`config.mk`:
```
export PLATFORM = sky130hd
export DESIGN_NAME = touch_sample_filter
export DESIGN_NICKNAME = d
export VERILOG_FILES = /design/src/rtl/touch_sample_filter_pkg.sv /design/src/rtl/touch_sample_filter_axis_accumulator.sv /design/src/rtl/touch_sample_filter.sv
export SDC_FILE = /design/constraint.sdc
export NUM_CORES = 1
export LEC_CHECK = 0
export CAP_MARGIN = 10
export CORE_ASPECT_RATIO = 1.25
export CORE_MARGIN = 2
export CORE_UTILIZATION = 45
export DETAILED_ROUTE_END_ITERATION = 12
export GPL_TIMING_DRIVEN = 0
export PLACE_DENSITY_LB_ADDON = 0.08
export SLEW_MARGIN = 20
export SYNTH_ARGS = -nofsm -noshare
export SYNTH_HDL_FRONTEND = slang
export SYNTH_SLANG_ARGS = --single-unit
```
`constraint.sdc`:
```
create_clock -name clk -period 2.9 [get_ports clk]
set_clock_uncertainty 0.15 [all_clocks]
set_input_delay 0.58 -clock clk [delete_from_list [all_inputs] [get_ports clk]]
set_output_delay 0.58 -clock clk [all_outputs]
set_load 0.005 [all_outputs]
```
`src/rtl/touch_sample_filter_pkg.sv`:
```
// Shared definitions for the touchscreen sample filter: ADC width, FSM states
// and the per-axis spread test.
package touch_sample_filter_pkg;

    localparam int unsigned ADC_W = 12;

    typedef enum logic [2:0] {
        ST_IDLE   = 3'd0,
        ST_SETTLE = 3'd1,
        ST_ACCUM  = 3'd2,
        ST_CHECK  = 3'd3,
        ST_EMIT   = 3'd4
    } state_t;

    // max >= min by construction, so a plain unsigned difference is the spread
    function automatic logic spread_ok(input logic [ADC_W-1:0] mx,
                                       input logic [ADC_W-1:0] mn,
                                       input int unsigned      limit);
        logic [ADC_W-1:0] diff;
        diff = mx - mn;
        return (32'(diff) <= limit);
    endfunction

endpackage

```
`src/rtl/touch_sample_filter_axis_accumulator.sv`:
```
// One axis of the burst filter: running sum plus min/max of the current burst.
module touch_sample_filter_axis_accumulator
    import touch_sample_filter_pkg::*;
#(
    parameter int unsigned ACC_WIDTH = 14
) (
    input  logic                 clk,
    input  logic                 reset,
    input  logic                 clear,
    input  logic                 load_first,
    input  logic                 add,
    input  logic [ADC_W-1:0]     sample,
    output logic [ACC_WIDTH-1:0] sum,
    output logic [ADC_W-1:0]     min,
    output logic [ADC_W-1:0]     max
);

    logic [ACC_WIDTH-1:0] sum_q;
    logic [ADC_W-1:0]     min_q;
    logic [ADC_W-1:0]     max_q;

    always_ff @(posedge clk) begin
        if (reset || clear) begin
            sum_q <= '0;
            min_q <= '0;
            max_q <= '0;
        end else if (add) begin
            if (load_first) begin
                sum_q <= ACC_WIDTH'(sample);
                min_q <= sample;
                max_q <= sample;
            end else begin
                sum_q <= sum_q + ACC_WIDTH'(sample);
                if (sample < min_q) min_q <= sample;
                if (sample > max_q) max_q <= sample;
            end
        end
    end

    assign sum = sum_q;
    assign min = min_q;
    assign max = max_q;

endmodule

```
`src/rtl/touch_sample_filter.sv`:
```
// Averages pen-down ADC bursts, drops settling samples and noisy bursts, and
// hands one coordinate per burst to the painter when it is ready.
module touch_sample_filter
    import touch_sample_filter_pkg::*;
#(
    parameter int unsigned SAMPLE_LOG2     = 2,
    parameter int unsigned DISCARD_SAMPLES = 2,
    parameter int unsigned MAX_SPREAD      = 64,
    parameter int unsigned ACC_WIDTH       = 12 + SAMPLE_LOG2
) (
    input  logic             clk,
    input  logic             reset,
    input  logic             en,
    input  logic             pen_down,
    input  logic             sample_valid,
    input  logic [ADC_W-1:0] sample_x,
    input  logic [ADC_W-1:0] sample_y,
    input  logic             painter_ready,
    output logic             pos_ready,
    output logic [ADC_W-1:0] x_pos,
    output logic [ADC_W-1:0] y_pos,
    output logic             pen_active,
    output logic [7:0]       reject_cnt
);

    localparam int unsigned BURST      = 1 << SAMPLE_LOG2;
    localparam int unsigned BURST_LAST = BURST - 1;
    localparam int unsigned SAMP_W     = (SAMPLE_LOG2 > 0) ? SAMPLE_LOG2 : 1;
    localparam int unsigned DISC_W     = (DISCARD_SAMPLES > 1) ? $clog2(DISCARD_SAMPLES) : 1;
    localparam int unsigned DISC_LAST  = (DISCARD_SAMPLES > 0) ? DISCARD_SAMPLES - 1 : 0;

    state_t              state_q, state_d;
    logic [DISC_W-1:0]   disc_q, disc_d;
    logic [SAMP_W-1:0]   samp_q, samp_d;
    logic [ADC_W-1:0]    x_q, x_d;
    logic [ADC_W-1:0]    y_q, y_d;
    logic [7:0]          rej_q, rej_d;

    logic                acc_clear;
    logic                acc_add;
    logic                acc_load_first;
    logic [ACC_WIDTH-1:0] sum_x, sum_y;
    logic [ADC_W-1:0]    min_x, max_x, min_y, max_y;

    touch_sample_filter_axis_accumulator #(
        .ACC_WIDTH(ACC_WIDTH)
    ) u_acc_x (
        .clk        (clk),
        .reset      (reset),
        .clear      (acc_clear),
        .load_first (acc_load_first),
        .add        (acc_add),
        .sample     (sample_x),
        .sum        (sum_x),
        .min        (min_x),
        .max        (max_x)
    );

    touch_sample_filter_axis_accumulator #(
        .ACC_WIDTH(ACC_WIDTH)
    ) u_acc_y (
        .clk        (clk),
        .reset      (reset),
        .clear      (acc_clear),
        .load_first (acc_load_first),
        .add        (acc_add),
        .sample     (sample_y),
        .sum        (sum_y),
        .min        (min_y),
        .max        (max_y)
    );

    always_ff @(posedge clk) begin
        if (reset) begin
            state_q <= ST_IDLE;
            disc_q  <= '0;
            samp_q  <= '0;
            x_q     <= '0;
            y_q     <= '0;
            rej_q   <= '0;
        end else begin
            state_q <= state_d;
            disc_q  <= disc_d;
            samp_q  <= samp_d;
            x_q     <= x_d;
            y_q     <= y_d;
            rej_q   <= rej_d;
        end
    end

    always_comb begin
        state_d        = state_q;
        disc_d         = disc_q;
        samp_d         = samp_q;
        x_d            = x_q;
        y_d            = y_q;
        rej_d          = rej_q;
        acc_clear      = 1'b0;
        acc_add        = 1'b0;
        acc_load_first = 1'b0;

        if (en) begin
            // pen-up abandons whatever is in flight, including a pending emit
            if (state_q != ST_IDLE && !pen_down) begin
                state_d   = ST_IDLE;
                disc_d    = '0;
                samp_d    = '0;
                acc_clear = 1'b1;
            end else begin
                case (state_q)
                    ST_IDLE: begin
                        disc_d    = '0;
                        samp_d    = '0;
                        acc_clear = 1'b1;
                        if (pen_down)
                            state_d = (DISCARD_SAMPLES == 0) ? ST_ACCUM : ST_SETTLE;
                    end
                    ST_SETTLE: begin
                        if (sample_valid) begin
                            if (32'(disc_q) == DISC_LAST) begin
                                disc_d  = '0;
                                state_d = ST_ACCUM;
                            end else begin
                                disc_d = disc_q + DISC_W'(1);
                            end
                        end
                    end
                    ST_ACCUM: begin
                        if (sample_valid) begin
                            acc_add        = 1'b1;
                            acc_load_first = (samp_q == '0);
                            if (32'(samp_q) == BURST_LAST) begin
                                samp_d  = '0;
                                state_d = ST_CHECK;
                            end else begin
                                samp_d = samp_q + SAMP_W'(1);
                            end
                        end
                    end
                    ST_CHECK: begin
                        acc_clear = 1'b1;
                        samp_d    = '0;
                        if (spread_ok(max_x, min_x, MAX_SPREAD) &&
                            spread_ok(max_y, min_y, MAX_SPREAD)) begin
                            x_d     = ADC_W'(sum_x >> SAMPLE_LOG2);
                            y_d     = ADC_W'(sum_y >> SAMPLE_LOG2);
                            state_d = ST_EMIT;
                        end else begin
                            if (rej_q != '1) rej_d = rej_q + 8'd1;
                            state_d = ST_ACCUM;
                        end
                    end
                    ST_EMIT: begin
                        if (painter_ready) state_d = ST_ACCUM;
                    end
                    default: state_d = ST_IDLE;
                endcase
            end
        end
    end

    assign pos_ready  = (state_q == ST_EMIT) && painter_ready && pen_down && en;
    assign x_pos      = x_q;
    assign y_pos      = y_q;
    assign pen_active = (state_q != ST_IDLE);
    assign reject_cnt = rej_q;

endmodule
```
==> results.json, run 1 <==
{
  "status": "finished with violations",
  "violations": "negative setup slack",
  "grt-busiest-layer": "met2",
  "hp-class": "reg -> reg",
  "wl_um": 21300,
  "synthesis.area_mm2": 0.00779,
  "hold_depth": 2,
  "syn_inst": 951,
  "slew_headroom_pct": 49.4,
  "period_minus_slack_ns": 3.34,
  "required_ns": 3.04,
  "grtUsageMet1_pct": 28.8,
  "worst-r2r-cell-count": 13,
  "r2r_slack_ns": -0.44,
  "reg2reg_to": "x_pos[4]",
  "die_width_um": 122,
  "ys.flop_type": "dfxtp_1",
  "yosysSeqAreaShare_pct": 29.3,
  "peakVddDrop_mv": 0.406,
  "dieArea_mm2": 0.0184,
  "synth.top_cells.by_count": "dfxtp_1 (114), nor2_1 (107), ha_1 (95), o21ai_0 (67)",
  "grt_util_met3_pct": 4.67,
  "worstHoldStart": "u_acc_y.min[8]",
  "yosysTopAreaCellShare_pct": 29.3,
  "fmax_mhz": 299,
  "grtUsageMet2_pct": 41.9,
  "start_kind": "register",
  "n_antenna_cell": 0,
  "ys_types": 73,
  "hold_violations": 0,
  "synth_compound_gate_area_share_pct": 18.1,
  "hpwl_um": 15900,
  "rows": 53,
  "maxCapViolCount": 0,
  "fin_nets": 1178,
  "cp.arrival_ns": 3.48,
  "core_mm2": 0.0169,
  "p_seq_share_pct": 39.5,
  "synthArstFlopShare_pct": 0,
  "drt_iter0_markers": 342,
  "critPathMaxFanout": 6,
  "drc": 0,
  "p_clk_share_pct": 49.5,
  "cts_buffer_depth": 2,
  "grt_pass1_vias": 6641,
  "grt_pass1_wl_um": 33600,
  "clk_pin_slew_ns": 0.05,
  "ant_nets": 0,
  "clk_latency_ns": 0.42,
  "ys_ff_latch": 114,
  "routedWlPerCell_um": 16.6,
  "muxShareOfSynthArea_pct": 8.17,
  "antenna_found_initial": 0,
  "yosys-top-cells-area": "dfxtp_1 (29%), ha_1 (15%), mux2i_1 (7.4%), nor2_1 (5.2%), o21ai_0 (4.3%)",
  "portBuffers": 61,
  "leakage_nw": 3.93,
  "synth.most_common_cell": "dfxtp_1",
  "overflow": 0,
  "synth_fp_nets": 1078,
  "place_congestion": 0.887,
  "cts_sinks": 114,
  "rsz0062_at_grt": "yes",
  "rr_startpoint": "u_acc_x.min[8]",
  "worst_slew_pin_slew_ns": 0.759,
  "yosys.area_share.xor_xnor_pct": 2.47,
  "area_delta_synth_final_pct": 27.0,
  "grt_use_total_pct": 23.5,
  "fin_ws_ns": -0.445,
  "critPathKind": "reg -> reg",
  "worstHoldEndpoint": "u_acc_y.min[8]",
  "placed_cell_area_mm2": 0.00881,
  "final-setup-viol-count": 34,
  "syn_avg_cell_area_um2": 8.20,
  "dr_total_vias": 7073,
  "intPower_w": 0.00299,
  "grt_max_degree": 17,
  "fillers": 1581,
  "power.share.switching_pct": 25.2,
  "yosys.area_share.adder_pct": 15.8,
  "numCtsBuffers": 17,
  "finalMaxSlewViolations": 0,
  "p_comb_share_pct": 11.0,
  "drt-pass1-iter-count": 5,
  "drive_gt1_share_pct": 15.2,
  "io_pins": 64,
  "avgViaCountPerCell": 5.51,
  "p_per_area_mw_per_mm2": 404,
  "synth_edf_count": 0,
  "synthSimpleGateAreaFrac_pct": 20.8,
  "synth-warning-count": 0,
  "initial_utilization_pct": 46.1,
  "cts_tree": "built",
  "hold_slack_ns": 0.319,
  "clockRootBuffer": "clkbuf_16",
  "critPathCaptureType": "register",
  "die_h_um": 151,
  "synth_top_family_by_area": "simple AND/OR/NAND/NOR gates",
  "synth_top_area_cell": "dfxtp_1",
  "p_sw_w": 0.00101,
  "period_share_pct": 115,
  "cts_htree_levels": 4,
  "final_area_mm2": 0.00990
}
## per-stage QoR
step	TNS, ns	setup slack (ns)	instances	utilization [%]	power (W)
final	-11.95	-0.445	1284	58.5	0.00400
after global routing	-17.66	-0.635	1284	58.5	0.00414
after CTS	-11.64	-0.413	1280	57.2	0.00401
after detailed placement	-70.05	-0.954	1232	52.1	0.00201
after global placement	-70.05	-0.945	1232	52.1	0.00201
after floorplan	-0.894	-0.0475	951	-	0.00185
## flip-flops by register name, indices dropped and copies added, names as in the netlist, 2 cells and up
signal,cells
u_acc_x.max,12
state_q,3
reject_cnt,8
u_acc_y.max,12
u_acc_y.min,12
u_acc_y.sum,14
x_pos,12
samp_q,2
u_acc_x.sum,14
u_acc_x.min,12
y_pos,12
## kinds of logic after synthesis
family | Yosys count
and+or+nand+nor | 329
AOI/OAI and AO/OA | 223
DFF | 114
buffers and inverters | 103
adders and majority gates | 97
muxes | 63
xor gates and xnor gates | 22
## placed cells by master, fill, tap and decap left out, drive strengths merged, types with 6 or more instances in the layout
cell type,Yosys,routed
dfxtp,114,114
buf,6,25
o31ai,6,6
nand2,65,65
a31oi,6,6
nor3,19,19
clkbuf,32,58
a211oi,9,9
and2,7,7
ha,95,95
nor2,107,107
xor2,8,8
clkdlybuf4s50,0,42
inv,65,65
a21oi,62,62
nand3,39,39
nand4,9,9
mux2i,58,58
xnor2,14,14
or2,7,7
nand2b,19,19
a21o,19,19
or3,15,15
dlymetal6s2s,0,7
o21ai,72,72
o211ai,11,11
o21a,7,7
dlygate4sd2,0,7
nor2b,19,19
## worst max-delay path, cell delays in order, from the launching register on
cell       delay, ns
dfxtp_2         0.33
inv_2           0.06
ha_4            0.30
o21a_2          0.16
nor2_1          0.04
a221o_1         0.31
or3_1           0.38
a222oi_1        0.28
nand4_1         0.20
nor4b_4         0.40
buf_6           0.21
clkbuf_16       0.16
mux2i_1         0.19
nor2_1          0.05
## worst max-delay path by stage
| stage | from | endpoint | depth (start not counted) | slack, ns |
|---|---|---|---|---|
| 5_1_grt | u_acc_x.min[1] | y_pos[2] | 13 | -0.64 |
| 3_5_place_dp | sample_x[9] | u_acc_x.max[10] | 11 | -0.95 |
| 4_1_cts | u_acc_x.min[1] | x_pos[5] | 13 | -0.41 |
| 2_1_floorplan | u_acc_x.min[8] | x_pos[0] | 13 | -0.05 |
| 3_3_place_gp | sample_x[9] | u_acc_x.max[3] | 11 | -0.94 |
| 6_report | u_acc_x.min[8] | x_pos[4] | 13 | -0.44 |
## area by class of cell
type,instances,area (um2),share of cell area (%)
sequential,114,2290,23.2
buffer,38,226,2.29
inverter,65,244,2.47
timing repair buffer,81,802,8.10
clock buffer,23,478,4.83
clock inverter,9,81.3,0.822
multi-input combinational,734,5500,55.5
tap,220,275,2.78
## power by group through the flow
| stage | clock (W) | sequential, W | combinational [W] |
|---|---|---|---|
| after global routing | 0.00208 | 0.00158 | 0.000486 |
| after global placement | 0 | 0.00161 | 0.000397 |
| after floorplan | 0 | 0.00161 | 0.000242 |
| after detailed placement | 0 | 0.00161 | 0.000399 |
| after CTS | 0.00200 | 0.00158 | 0.000430 |
| final | 0.00198 | 0.00158 | 0.000440 |
## what timing repair did
item	CTS	global route
gates cloned	0	1
pin swaps	23	7
hold buffers	0	0
endpoints found under the setup margin	107	98
endpoints found under the hold margin	0	0
setup buffers	16	3
gates resized for setup	64	59
## metal layers
metal | part of all wire, % | wire length [um] | up-vias
met2 | 50 | 10700 | 138
li1 | - | - | 3584
met1 | 45 | 9580 | 3328
met3 | 3.2 | 686 | 23
met5 | 0 | 0 | -
met4 | 1.5 | 310 | 0
Power figures use the tool's default switching activity.
==> inputs of run 2 (changes only) <==
TNS_END_PERCENT = 50   (was unset)
==> results.json, run 2 (same netlist as run 1, synthesis figures left out) <==
{
  "status": "finished with violations",
  "violations": "negative setup slack",
  "period_minus_slack_ns": 3.37,
  "final_cell_mix": "nor2_1 (104), dfxtp_1 (103), ha_1 (81)",
  "start_kind": "register",
  "fin_ws_ns": -0.468,
  "grt_pass1_wl_um": 33800,
  "portBuffers": 61,
  "worstHoldEndpoint": "u_acc_y.min[6]",
  "hold_slack_ns": 0.317,
  "reg2reg_to": "x_pos[2]",
  "peakVddDrop_mv": 0.356,
  "cts_buffer_depth": 2,
  "cts_sinks": 114,
  "hold_violations": 0,
  "worst_slew_pin_slew_ns": 0.783,
  "routedWlPerCell_um": 16.6,
  "cts_htree_levels": 4,
  "initial_utilization_pct": 46.1,
  "slew_headroom_pct": 47.8,
  "holdBufCountCts": 0,
  "final-setup-viol-count": 34,
  "maxCapViolCount": 0,
  "avgViaCountPerCell": 5.51,
  "r2r_slack_ns": -0.47,
  "hp-class": "reg -> reg",
  "wl_um": 21400,
  "numCtsBuffers": 17,
  "drc": 0,
  "worstHoldStart": "u_acc_y.min[6]",
  "overflow": 0,
  "cp.arrival_ns": 3.50,
  "fin_nets": 1180,
  "ant_nets": 0,
  "p_per_area_mw_per_mm2": 421,
  "fmax_mhz": 297,
  "critPathKind": "reg -> reg",
  "cts_tree": "built",
  "clk_pin_slew_ns": 0.05,
  "hold_depth": 2,
  "finalMaxSlewViolations": 0,
  "rsz0062_at_grt": "yes",
  "die_h_um": 151,
  "place_congestion": 0.864,
  "worst-r2r-cell-count": 12,
  "critPathCaptureType": "register",
  "area_delta_synth_final_pct": 28.3,
  "dr_total_vias": 7087,
  "layout_commonest_cell": "nor2_1",
  "period_share_pct": 116,
  "hpwl_um": 15900,
  "n_antenna_cell": 0,
  "leakage_nw": 4.01,
  "grt_use_total_pct": 23.7,
  "clk_latency_ns": 0.42,
  "io_pins": 64,
  "rows": 53,
  "setup_tns_ns": -11.87,
  "clockRootBuffer": "clkbuf_16",
  "die_width_um": 122,
  "place_ws_ns": -0.990,
  "antenna_found_initial": 0,
  "critPathMaxFanout": 6,
  "final_util_pct": 59.1,
  "required_ns": 3.03,
  "drt_iter0_markers": 376,
  "grt_max_degree": 17,
  "drive_gt1_share_pct": 15.4,
  "core_mm2": 0.0169,
  "grt_pass1_vias": 6703,
  "drt-pass1-iter-count": 5,
  "rr_startpoint": "u_acc_x.min[5]",
  "dieArea_mm2": 0.0184
}
[run 2: cell types whose count changed in the layout (fill, tap and decap cells not counted), moves of 3 or more]
| cell | previous run | this run |
|---|---|---|
| clkbuf_1 | 23 | 26 |
| bufinv_16 | 1 | 4 |
| dlymetal6s2s_1 | 7 | 12 |
| clkbuf_2 | 12 | 8 |
[run 2: critical path, stage by stage (launching register included)]
cell       delay [ns]
dfxtp_1          0.33
inv_1            0.10
ha_4             0.19
or3_4            0.33
o221a_1          0.22
or3_4            0.37
a222oi_1         0.29
nand4_1          0.19
nor4b_4          0.43
buf_6            0.22
clkbuf_16        0.17
mux2i_1          0.18
nor2_1           0.05
[run 2: layout make-up]
class,instances,area [um2]
fillers,1548,6910
plain buffers,38,224
repair buffers,83,860
well taps,220,275
multi-input cells,734,5490
clock buffers,22,454
clock inverters,10,158
inverters,65,244
flip-flops and latches,114,2300
[run 2: power breakdown]
part / leakage (nW) / total [W] / internal, W / switching, W
clock: 0.290 / 0.00219 / 0.00145 / 0.000737
sequential: 0.924 / 0.00158 / 0.00157 / 0.00000401
combinational: 2.79 / 0.000447 / 0.000181 / 0.000266
total: 4.01 / 0.00421 / 0.00321 / 0.00101
[run 2: worst max-delay path by stage]
stage,to,slack [ns],startpoint
6_report,x_pos[2],-0.47,u_acc_x.min[5]
5_1_grt,x_pos[2],-0.59,u_acc_x.min[0]
4_1_cts,y_pos[3],-0.41,u_acc_x.min[1]
3_5_place_dp,u_acc_x.max[10],-0.99,sample_x[9]
3_3_place_gp,u_acc_y.max[3],-0.98,sample_y[5]
2_1_floorplan,x_pos[0],-0.05,u_acc_x.min[8]
[run 2: through the flow]
step                cells  instance area (um2)  total power, W
floorplan             951                 7920         0.00185
global placement     1232                 8810         0.00201
detailed placement   1232                 8810         0.00201
CTS                  1280                 9760         0.00424
global route         1286                10000         0.00435
finish               1286                10000         0.00421
[run 2: what timing repair did]
action                                  in CTS  in global routing
pin swaps                                   19                 20
endpoints found under the hold margin        0                  0
endpoints found under the setup margin     102                 87
buffers inserted                            16                  4
resized for setup                           70                 49
gates cloned                                 0                  2
[run 2: layer usage]
| metal | track usage [%] | share of wire, % |
|---|---|---|
| met5 | 0 | 0 |
| met4 | 8.79 | 2.9 |
| met3 | 4.44 | 3.1 |
| met2 | 41.8 | 49 |
| met1 | 28.5 | 45 |
